## src/rtl/pll_phase_ctrl.sv

```systemverilog
// pll_phase_ctrl: PLL reset/lock sequencer and per-channel dynamic phase-step driver
module pll_phase_ctrl #(
    parameter int NCH          = 3,
    parameter int RST_CYCLES   = 16,
    parameter int LOCK_FILT    = 64,
    parameter int LOSS_FILT    = 4,
    parameter int LOCK_TIMEOUT = 65536,
    parameter int PULSE_W      = 4,
    parameter int GAP_W        = 8,
    parameter int STEP_W       = 8,
    parameter int PHASE_STEPS  = 64,
    localparam int PH_W        = $clog2(PHASE_STEPS)
) (
    input  logic                  clk,
    input  logic                  resetn,
    input  logic                  pll_lock,
    output logic                  pll_reset,
    output logic [2:0]            ps_sel,
    output logic                  ps_dir,
    output logic                  ps_pulse,
    input  logic                  req_valid,
    output logic                  req_ready,
    input  logic [2:0]            req_ch,
    input  logic                  req_dir,
    input  logic [STEP_W-1:0]     req_steps,
    output logic                  done,
    output logic                  req_err,
    output logic                  locked,
    output logic                  busy,
    output logic                  err_timeout,
    output logic [NCH*PH_W-1:0]   phase_pos
);
    localparam int CW = $clog2(LOCK_TIMEOUT + RST_CYCLES + PULSE_W + GAP_W + 1);
    localparam int HW = $clog2(LOCK_FILT + 1);
    localparam int LW = $clog2(LOSS_FILT + 1);

    typedef enum logic [2:0] {RST_HOLD, WAIT_LOCK, IDLE, PULSE_HI, PULSE_LO} state_t;

    state_t               state, state_n;
    logic [CW-1:0]        cnt, cnt_n;
    logic [STEP_W-1:0]    rem, rem_n;
    logic [HW-1:0]        hi_cnt;
    logic [LW-1:0]        lo_cnt;
    logic [1:0]           lock_ff;
    logic                 lock_s, lock_ok, lost, run, accept;
    logic                 done_n, err_n, tmo_n, dir_n;
    logic [2:0]           sel_n;
    logic [NCH*PH_W-1:0]  pos_n;
    logic [PH_W-1:0]      cur;

    assign lock_s  = lock_ff[1];
    assign lock_ok = lock_s && hi_cnt >= HW'(LOCK_FILT - 1);
    assign lost    = !lock_s && lo_cnt >= LW'(LOSS_FILT - 1);
    assign run     = state == IDLE || state == PULSE_HI || state == PULSE_LO;
    assign accept  = req_valid && req_ready;
    assign cur     = phase_pos[ps_sel*PH_W +: PH_W];

    // pll_lock is asynchronous; run lengths are measured on the synced copy
    always_ff @(posedge clk or negedge resetn) begin
        if (!resetn) begin
            lock_ff <= '0;
            hi_cnt  <= '0;
            lo_cnt  <= '0;
        end else begin
            lock_ff <= {lock_ff[0], pll_lock};
            hi_cnt  <= !lock_s ? '0 : (hi_cnt == HW'(LOCK_FILT)) ? hi_cnt : hi_cnt + HW'(1);
            lo_cnt  <= lock_s ? '0 : (lo_cnt == LW'(LOSS_FILT)) ? lo_cnt : lo_cnt + LW'(1);
        end
    end

    always_comb begin
        state_n = state;
        cnt_n   = cnt + CW'(1);
        rem_n   = rem;
        sel_n   = ps_sel;
        dir_n   = ps_dir;
        pos_n   = phase_pos;
        done_n  = 1'b0;
        err_n   = 1'b0;
        tmo_n   = err_timeout;
        case (state)
            RST_HOLD: begin
                pos_n = '0;
                if (cnt == CW'(RST_CYCLES - 1)) begin
                    state_n = WAIT_LOCK;
                    cnt_n   = '0;
                end
            end
            WAIT_LOCK: begin
                if (lock_ok) begin
                    state_n = IDLE;
                    cnt_n   = '0;
                end else if (cnt == CW'(LOCK_TIMEOUT - 1)) begin
                    state_n = RST_HOLD;
                    cnt_n   = '0;
                    tmo_n   = 1'b1;
                end
            end
            IDLE: begin
                cnt_n = '0;
                if (accept) begin
                    if (int'(req_ch) >= NCH) err_n = 1'b1;
                    else if (req_steps == '0) done_n = 1'b1;
                    else begin
                        sel_n   = req_ch;
                        dir_n   = req_dir;
                        rem_n   = req_steps;
                        state_n = PULSE_HI;
                    end
                end
            end
            PULSE_HI: begin
                if (cnt == CW'(PULSE_W - 1)) begin
                    state_n = PULSE_LO;
                    cnt_n   = '0;
                    rem_n   = rem - STEP_W'(1);
                    pos_n[ps_sel*PH_W +: PH_W] = ps_dir ? cur + PH_W'(1) : cur - PH_W'(1);
                end
            end
            PULSE_LO: begin
                if (cnt == CW'(GAP_W - 1)) begin
                    cnt_n   = '0;
                    state_n = (rem == '0) ? IDLE : PULSE_HI;
                    done_n  = rem == '0;
                end
            end
            default: state_n = RST_HOLD;
        endcase
        // lock loss overrides any completion in the same cycle
        if (lost && run) begin
            state_n = RST_HOLD;
            cnt_n   = '0;
            pos_n   = '0;
            done_n  = 1'b0;
            err_n   = 1'b0;
        end
    end

    always_ff @(posedge clk or negedge resetn) begin
        if (!resetn) begin
            state       <= RST_HOLD;
            cnt         <= '0;
            rem         <= '0;
            ps_sel      <= '0;
            ps_dir      <= 1'b0;
            phase_pos   <= '0;
            done        <= 1'b0;
            req_err     <= 1'b0;
            err_timeout <= 1'b0;
            pll_reset   <= 1'b1;
            ps_pulse    <= 1'b0;
            req_ready   <= 1'b0;
            locked      <= 1'b0;
            busy        <= 1'b1;
        end else begin
            state       <= state_n;
            cnt         <= cnt_n;
            rem         <= rem_n;
            ps_sel      <= sel_n;
            ps_dir      <= dir_n;
            phase_pos   <= pos_n;
            done        <= done_n;
            req_err     <= err_n;
            err_timeout <= tmo_n;
            pll_reset   <= state_n == RST_HOLD;
            ps_pulse    <= state_n == PULSE_HI;
            req_ready   <= state_n == IDLE && !(state == IDLE && done_n);
            locked      <= state_n == IDLE || state_n == PULSE_HI || state_n == PULSE_LO;
            busy        <= state_n != IDLE;
        end
    end
endmodule

```

## config.mk

```make
export PLATFORM = sky130hd
export DESIGN_NAME = pll_phase_ctrl
export DESIGN_NICKNAME = d
export VERILOG_FILES = /design/src/rtl/pll_phase_ctrl.sv
export SDC_FILE = /design/constraint.sdc
export NUM_CORES = 1
export LEC_CHECK = 0
export BUFFER_PORTS_ARGS = -buffer_cell sky130_fd_sc_hd__buf_4
export CORE_MARGIN = 1
export CORE_UTILIZATION = 35
export CTS_BUF_LIST = sky130_fd_sc_hd__clkbuf_2 sky130_fd_sc_hd__clkbuf_4 sky130_fd_sc_hd__clkbuf_8
export CTS_CLUSTER_DIAMETER = 120
export DETAILED_ROUTE_END_ITERATION = 6
export GPL_TIMING_DRIVEN = 0
export PLACE_DENSITY_LB_ADDON = 0.2
export SLEW_MARGIN = 10
export SYNTH_ARGS = -nofsm -noshare
export SYNTH_HDL_FRONTEND = slang
export SYNTH_SLANG_ARGS = --single-unit
```

## constraint.sdc

```tcl
create_clock -name clk -period 4.19 [get_ports clk]
set_clock_uncertainty 0.05 [all_clocks]
set_input_delay 0.419 -clock clk [delete_from_list [all_inputs] [get_ports clk]]
set_output_delay 0.419 -clock clk [all_outputs]
set_load 0.01 [all_outputs]
```

==> flow_summary.ini, run 1 <==
[synthesis]
netlist_instances = 521
synthFlopType = dfrtp_1
synth_fa_ha_area_frac = 0.06585
yosys.area.top_type = dfrtp_1
synth_top_family_by_area = simple AND/OR/NAND/NOR gates
synth_compound_area_frac = 0.1780
ys_seq_elements = 70
synth-edff-count = 0
syn_nets = 560
yosys.area_share.simple = 0.2661
synth_xor_area_frac = 0.05497
muxShareOfSynthArea = 0.01524
synth_seq_area_share = 0.3815
ys_types = 71
async_flop_share = 1.000
synth_top_cells_by_area = dfrtp_1 37%, ha_1 5.7%, nor2_1 5.6%, nand2_1 3.6%, a21oi_1 3.0%
syn_area_mm2 = 0.004598
yosysTopAreaCellShare = 0.3701
syn_area_per_cell_um2 = 8.826
yosysWarningCount = 0

[setup_path]
crit_family = simple AND/OR/NAND/NOR gates
crit_path_end = phase_pos[1]
worst-path-stages = 11
startpoint_type = register
crit_type = reg -> reg
worstRegToRegCells = 11
crit_arrival_ns = 4.14
cp-end-kind = register
crit_start = ps_sel[1]
ff2ff_setup_slack_ns = 0.31
cp.buffers_inverters = 1
r2r_end = phase_pos[1]
path_cells = ha_1, fa_1, clkbuf_1, nor3_1, ha_1, or4b_1, nor4_2, and2_1, nand2_1, a211o_1, nand2_1
timing.rr.start = ps_sel[1]
required_ns = 4.45
path_max_fanout = 8
cpMaxStageDelayCell = or4b_1
crit_path_max_incr_delay_ns = 0.54

[final_layout]
layout-drive-gt1-share = 0.1495
diodes = 0
area_growth_pct = 16.30
layout_commonest_cell = nor2_1
fin_cells = 754
fillers = 1310
nNetsFinal = 616
final_cell_mix = 69 x nor2_1, 68 x dfrtp_1, 49 x buf_4, 44 x nand2_1, 28 x a21oi_1

[global_routing]
antenna_found_initial = 0
grt_pass1_wl_um = 20020
grt_pass1_vias = 3893
grt_usage = 0.1946
grt_overflow = 0
grt_max_degree = 71

[timing]
min_period_over_period = 0.9266
period_needed_ns = 3.882
finalSetupTns_ns = 0
worstMarginPinSlew_ns = 0.9415
slew_viol_final = 0
hold_viol = 0
rsz0062_at_grt = false
slew_headroom = 0.3723
max_freq_mhz = 257.6
setup_viol = 0

[detailed_routing]
ant_nets = 0
via_count = 4035
route.detailed.drc = 0
drt-vias-per-instance = 5.351
wl_per_cell_um = 16.15
first_iter_violations = 221
drt_first_pass_iters = 7
drt_wl_total_um = 12180

[cts]
cts_tree = yes
cts_resized = 0
cts-buffers-inserted = 9
hold_buffers = 0
clk_latency_ns = 0.38
cts_root_buffer = clkbuf_8
htreeDepth = 3
cts.sink_count = 70
clk_pin_slew_ns = 0.08
cts_setup_buffers = 0
cts_max_path_buffers = 2

[run]
maxCapViolCount = 0

[die]
die_height_um = 116.6
die_w_um = 116.6
die_area_mm2 = 0.01360
core_region_area_mm2 = 0.01272
ioPinCount = 46
num_rows = 41
start_util = 0.3614

[power_and_ir_drop]
ir_worst_vdd_v = 0.0001075
p_per_area_mw_per_mm2 = 262.9
p_leak_nw = 2.365

[status]
status = finished, final reports clean

[min_path]
min_path_type = in -> async

[placed_design]
dp.cells = 738
gp_congestion = 0.8840
port_buffers = 45
dp_hpwl_um = 9139
[state kept, by name, summed over array words and instances (netlist names), 2 cells and up]
name / cells
phase_pos: 18
hi_cnt: 7
state: 3
lock_ff: 2
lo_cnt: 3
cnt: 17
rem: 8
ps_sel: 3
[synthesized netlist by cell type (all sizes together) (4+ instances only)]
master and number:
a211oi 4, a21oi 28, a22oi 7, a31oi 7
and2 10, and3 7, buf 7, clkbuf 12
dfrtp 68, ha 21, inv 23, mux2i 7
nand2 45, nand2b 7, nand3 25, nand3b 5
nand4 8, nor2 69, nor2b 9, nor3 10
nor4 16, o211ai 4, o21ai 35, or3 4
xnor2 12, xor2 16
[cell type report]
| type | instances | area [um2] | area share |
|---|---|---|---|
| multi-input combinational | 409 | 2668 | 0.4988 |
| timing repair buffer | 45 | 337.8 | 0.06317 |
| tap | 172 | 215.2 | 0.04024 |
| sequential | 70 | 1754 | 0.3280 |
| buffer | 19 | 90.09 | 0.01685 |
| clock buffer | 9 | 123.9 | 0.02316 |
| inverter | 23 | 86.33 | 0.01614 |
| clock inverter | 7 | 72.57 | 0.01357 |
[through the flow]
step	area (um2)	hold slack [ns]	setup slack, ns	total power [mW]	util
6_report	5348	0.08153	0.3077	1.406	0.4203
5_1_grt	5348	0.07079	0.07122	1.476	0.4203
4_1_cts	5348	0.06928	0.3236	1.430	0.4203
3_5_place_dp	5151	0.2879	0.3251	0.8503	0.4049
3_3_place_gp	5151	0.2834	0.3433	0.8420	0.4049
2_1_floorplan	4598	0.07341	0.7394	0.7941	-
[cells by family after synthesis]
group,count (synthesis)
DFF,70
buffers and inverters,42
muxes,7
xor gates and xnor gates,28
and+or+nand+nor,229
adders and majority gates,23
AOI/OAI and AO/OA,122
[layer usage]
| metal | up-vias | GRT usage | wire, um |
|---|---|---|---|
| li1 | 1982 | - | - |
| met1 | 1945 | 0.2655 | 5856 |
| met2 | 89 | 0.2982 | 5485 |
| met3 | 19 | 0.03373 | 501 |
| met4 | 0 | 0.09367 | 332 |
| met5 | - | 0 | 0 |
[where the power goes]
part / internal, mW / switching, mW
sequential: 0.691 / 0.0180
clock: 0.277 / 0.297
combinational: 0.0463 / 0.0771
total: 1.01 / 0.392
[worst min path at each step]
stage                 endpoint  slack, ns  depth (start not counted)
floorplan               cnt[0]       0.07                          0
global placement    lock_ff[1]       0.28                          0
detailed placement  lock_ff[1]       0.29                          0
CTS                 lock_ff[0]       0.07                          1
global route        lock_ff[0]       0.07                          1
finish                  ps_dir       0.08                          1
Power figures use the tool's default switching activity.
==> run 2, diff against run 1 <==
--- a/config.mk
+++ b/config.mk
@@ -11,9 +11,10 @@
 export CTS_BUF_LIST = sky130_fd_sc_hd__clkbuf_2 sky130_fd_sc_hd__clkbuf_4 sky130_fd_sc_hd__clkbuf_8
 export CTS_CLUSTER_DIAMETER = 120
 export DETAILED_ROUTE_END_ITERATION = 6
-export GPL_TIMING_DRIVEN = 0
+export HOLD_SLACK_MARGIN = 0.03
 export PLACE_DENSITY_LB_ADDON = 0.2
 export SLEW_MARGIN = 10
 export SYNTH_ARGS = -nofsm -noshare
 export SYNTH_HDL_FRONTEND = slang
 export SYNTH_SLANG_ARGS = --single-unit
+export TNS_END_PERCENT = 20
==> run 2 against run 1 <==
Effect of this change:
- critical path depth unchanged
- die area unchanged
- critical endpoint unchanged
- fmax up 7.8%
- highest routed layer unchanged
==> flow_summary.ini, run 2 (synthesized netlist as in run 1, its figures left out) <==
[timing]
finalSetupTns_ns = 0
max_freq_mhz = 277.8
min_period_over_period = 0.8592
rsz0062_at_grt = false
slew_headroom = 0.3546
worstMarginPinSlew_ns = 0.9681
setup_viol = 0
period_needed_ns = 3.600
hold_viol = 0
slew_viol_final = 0

[power_and_ir_drop]
p_int_mw = 1.024
ir_worst_vdd_v = 0.0001666
p_per_area_mw_per_mm2 = 260.3
sequentialPowerShare = 0.518
power.switching_mw = 0.3501
swShare = 0.2547
pwr-share-comb = 0.089
p_leak_nw = 2.344
power.share.clock = 0.394

[run]
maxCapViolCount = 0

[cts]
cts_root_buffer = clkbuf_8
cts_resized = 0
clk_latency_ns = 0.37
htreeDepth = 3
cts_tree = yes
cts-buffers-inserted = 9
cts_max_path_buffers = 2
cts_setup_buffers = 0
cts.sink_count = 70
hold_buffers = 0
clk_pin_slew_ns = 0.08

[setup_path]
ff2ff_setup_slack_ns = 0.59
crit_arrival_ns = 3.85
required_ns = 4.44
startpoint_type = register
cp-end-kind = register
crit_type = reg -> reg
path_max_fanout = 14

[placed_design]
gp_congestion = 0.8777
dp_hpwl_um = 8960
port_buffers = 45
dp.cells = 724

[die]
ioPinCount = 46
die_w_um = 116.6
num_rows = 41
start_util = 0.3614
core_region_area_mm2 = 0.01272
die_area_mm2 = 0.01360
die_height_um = 116.6

[global_routing]
grt_util_met1 = 0.2634
grt_pass1_wl_um = 19910
grtUsageMet3 = 0.04619
grt_usage = 0.1921
grt_overflow = 0
top_usage_layer = met2
grt_pass1_vias = 3820
grt_max_degree = 71
gr-usage-met2 = 0.3002
antenna_found_initial = 0

[detailed_routing]
wl_per_cell_um = 16.51
via_count = 4032
route.detailed.drc = 0
ant_nets = 0
drt-vias-per-instance = 5.463
drt_wl_total_um = 12190
first_iter_violations = 275
drt_first_pass_iters = 5

[status]
status = finished, final reports clean

[final_layout]
reg_top3 = phase_pos (18), cnt (17), rem (8)
layout_commonest_cell = nor2_1
largest_reg_flops = 18
final_cell_mix = 69 x nor2_1, 68 x dfrtp_1, 50 x buf_4, 44 x nand2_1, 28 x a21oi_1
layout-drive-gt1-share = 0.1466
area_growth_pct = 14.83
diodes = 0
nNetsFinal = 602
fin_cells = 738
fillers = 1284
top_register = phase_pos

[min_path]
min_path_type = in -> async
[run 2: area by class of cell]
cell class | instances | area (um2) | area share
clock buffers | 12 | 146.4 | 0.02773
clock inverters | 2 | 35.03 | 0.006635
inverters | 23 | 86.33 | 0.01635
multi-input cells | 409 | 2668 | 0.5052
flip-flops and latches | 70 | 1754 | 0.3322
well taps | 172 | 215.2 | 0.04076
repair buffers | 50 | 375.4 | 0.07109
[run 2: power groups by stage]
| stage | logic [mW] | clock network [mW] | registers [mW] |
|---|---|---|---|
| 5_1_grt | 0.141 | 0.587 | 0.713 |
| 6_report | 0.122 | 0.541 | 0.712 |
| 3_5_place_dp | 0.124 | 0 | 0.724 |
| 2_1_floorplan | 0.0756 | 0 | 0.719 |
| 4_1_cts | 0.126 | 0.561 | 0.711 |
| 3_3_place_gp | 0.118 | 0 | 0.722 |
[run 2: final timing paths]
kind / cells past startpoint / start / end
setup / recovery: 11 / ps_sel[0] / phase_pos[1]
hold / removal: 1 / resetn / phase_pos[4]
setup reg to reg: 11 / ps_sel[0] / phase_pos[1]
hold reg to reg: 0 / lock_ff[0] / lock_ff[1]
max in group asynchronous: 1 / resetn / phase_pos[15]
min in group clk: 1 / pll_lock / lock_ff[0]
[run 2: layer usage]
metal	vias up	wire, um
met5	-	0
met4	0	146
met3	13	624
met2	119	5610
met1	1938	5804
li1	1962	-
[run 2: per-stage QoR]
step                      setup WS, ns    util  area (um2)  total power, mW  hold WS, ns
after floorplan                 0.7394       -        4598           0.7941      0.07341
after global placement          0.6554  0.4008        5099           0.8407       0.2854
after detailed placement        0.6473  0.4008        5099           0.8486       0.2897
after CTS                       0.6144  0.4150        5280            1.399      0.09294
after global routing            0.3662  0.4150        5280            1.442      0.08707
final                           0.5898  0.4150        5280            1.374       0.1067
[run 2: critical path: stages (launching register included)]
cell and delay, ns:
dfrtp_1 0.38, ha_1 0.28, fa_1 0.70, inv_1 0.08
ha_1 0.56, or4b_1 0.49, nor4_2 0.16, buf_4 0.18
and2_1 0.15, nand2_1 0.11, a211o_1 0.32, nand2_1 0.07
==> run 3, diff against run 2 <==
--- a/config.mk
+++ b/config.mk
@@ -13,6 +13,7 @@
 export DETAILED_ROUTE_END_ITERATION = 6
 export HOLD_SLACK_MARGIN = 0.03
 export PLACE_DENSITY_LB_ADDON = 0.2
+export REMOVE_ABC_BUFFERS = 1
 export SLEW_MARGIN = 10
 export SYNTH_ARGS = -nofsm -noshare
 export SYNTH_HDL_FRONTEND = slang
==> run 3 against run 2 <==
Effect of this change:
- die area did not move
- routed wire length rose by 2.9%
- critical endpoint unchanged
- largest power group unchanged
- setup slack improved by 0.034 ns
==> flow_summary.ini, run 3 (synthesized netlist as in run 1, its figures left out) <==
[run]
maxCapViolCount = 0

[timing]
slew_viol_final = 0
min_period_over_period = 0.8512
max_freq_mhz = 280.4
rsz0062_at_grt = false
setup_viol = 0
finalSetupTns_ns = 0
hold_viol = 0
worstMarginPinSlew_ns = 0.9518
period_needed_ns = 3.567
hold_ws_ns = 0.1124
slew_headroom = 0.3655

[detailed_routing]
drt_wl_total_um = 12540
drt_first_pass_iters = 5
route.detailed.drc = 0
wl_per_cell_um = 16.95
drt-vias-per-instance = 5.492
first_iter_violations = 329
ant_nets = 0
via_count = 4064

[cts]
htreeDepth = 3
cts_root_buffer = clkbuf_8
cts_max_path_buffers = 2
hold_buffers = 0
cts_setup_buffers = 0
clk_latency_ns = 0.37
cts_tree = yes
clk_pin_slew_ns = 0.08
cts.sink_count = 70
cts-buffers-inserted = 9
cts_resized = 0

[setup_path]
crit_type = reg -> reg
crit_path_max_incr_delay_ns = 0.80
startpoint_type = register
timing.rr.start = ps_sel[2]
worstRegToRegCells = 9
crit_family = adder cells
crit_arrival_ns = 3.82
path_cells = fa_1, inv_1, ha_1, or4b_1, nor4_2, and2_1, nand2_1, a211o_1, nand2_1
path_max_fanout = 15
cp.buffers_inverters = 1
required_ns = 4.44
crit_start = ps_sel[2]
cpMaxStageDelayCell = fa_1
r2r_end = phase_pos[1]
cpMostUsedCell = nand2_1
cp-end-kind = register
ff2ff_setup_slack_ns = 0.62

[final_layout]
layout-drive-gt1-share = 0.1496
nNetsFinal = 602
reg_top3 = phase_pos (18), cnt (17), rem (8)
layout_commonest_cell = nor2_1
top_register = phase_pos
diodes = 0
largest_reg_flops = 18
final_cell_mix = 69 x nor2_1, 68 x dfrtp_1, 50 x buf_4, 44 x nand2_1, 28 x a21oi_1
area_growth_pct = 14.69

[global_routing]
grt_max_degree = 71
grt_usage = 0.1951
antenna_found_initial = 0
grt_overflow = 0
grt_pass1_wl_um = 20090
grt_pass1_vias = 3902

[die]
die_area_mm2 = 0.01360
ioPinCount = 46
die_height_um = 116.6
num_rows = 41
core_region_area_mm2 = 0.01272
start_util = 0.3614
die_w_um = 116.6

[power_and_ir_drop]
ir_worst_vdd_v = 0.0001747
p_leak_nw = 2.340
p_per_area_mw_per_mm2 = 255.2

[status]
status = finished, final reports clean

[placed_design]
port_buffers = 45
dp_hpwl_um = 9225
gp_congestion = 0.8687

[min_path]
min_path_type = in -> async
==> run 3: layout make-up <==
class                   instances  area, um2
clock buffers                  12      152.6
clock inverters                 4      22.52
fillers                      1325       7448
inverters                      23      86.33
multi-input cells             409       2668
flip-flops and latches         70       1754
well taps                     172      215.2
repair buffers                 50      375.4
==> run 3: worst max-delay path by stage <==
stage / to / slack [ns] / cells after the start
global placement: phase_pos[1] / 0.73 / 9
finish: phase_pos[1] / 0.62 / 9
detailed placement: phase_pos[1] / 0.69 / 10
floorplan: phase_pos[1] / 0.56 / 11
global route: phase_pos[1] / 0.39 / 9
CTS: phase_pos[1] / 0.65 / 10
==> run 3: per-layer routing <==
metal	routed length [um]	global-route usage	up-vias
li1	-	-	1966
met1	5958	0.2640	1965
met2	5741	0.3065	105
met3	504	0.03114	28
met4	337	0.08945	0
met5	0	0	-
==> run 3: through the flow <==
| stage | setup slack [ns] | power, mW | cell area, um2 | util | std cells |
|---|---|---|---|---|---|
| after global routing | 0.3870 | 1.401 | 5274 | 0.4145 | 740 |
| after global placement | 0.7322 | 0.8410 | 5099 | 0.4008 | 724 |
| after detailed placement | 0.6945 | 0.8474 | 5099 | 0.4008 | 724 |
| after floorplan | 0.5605 | 0.7918 | 4508 | - | 502 |
| after CTS | 0.6455 | 1.367 | 5274 | 0.4145 | 740 |
| final | 0.6235 | 1.346 | 5274 | 0.4145 | 740 |
==> run 3: worst register-to-register path, delay by kind of cell, from the launching register on <==
family	cells	cell delay [ns]
adder cells (fa/ha/maj)	2	1.36
AO/OA/AOI/OAI	1	0.32
AND/OR/NAND/NOR	5	1.10
flip-flops	1	0.59
buffers and inverters	1	0.08
==> run 3: where the power goes <==
part           leakage, nW  internal [mW]  switching, mW
clock               0.0930          0.241          0.273
combinational         1.32         0.0443         0.0762
sequential           0.926          0.691         0.0194
total                 2.34          0.977          0.369
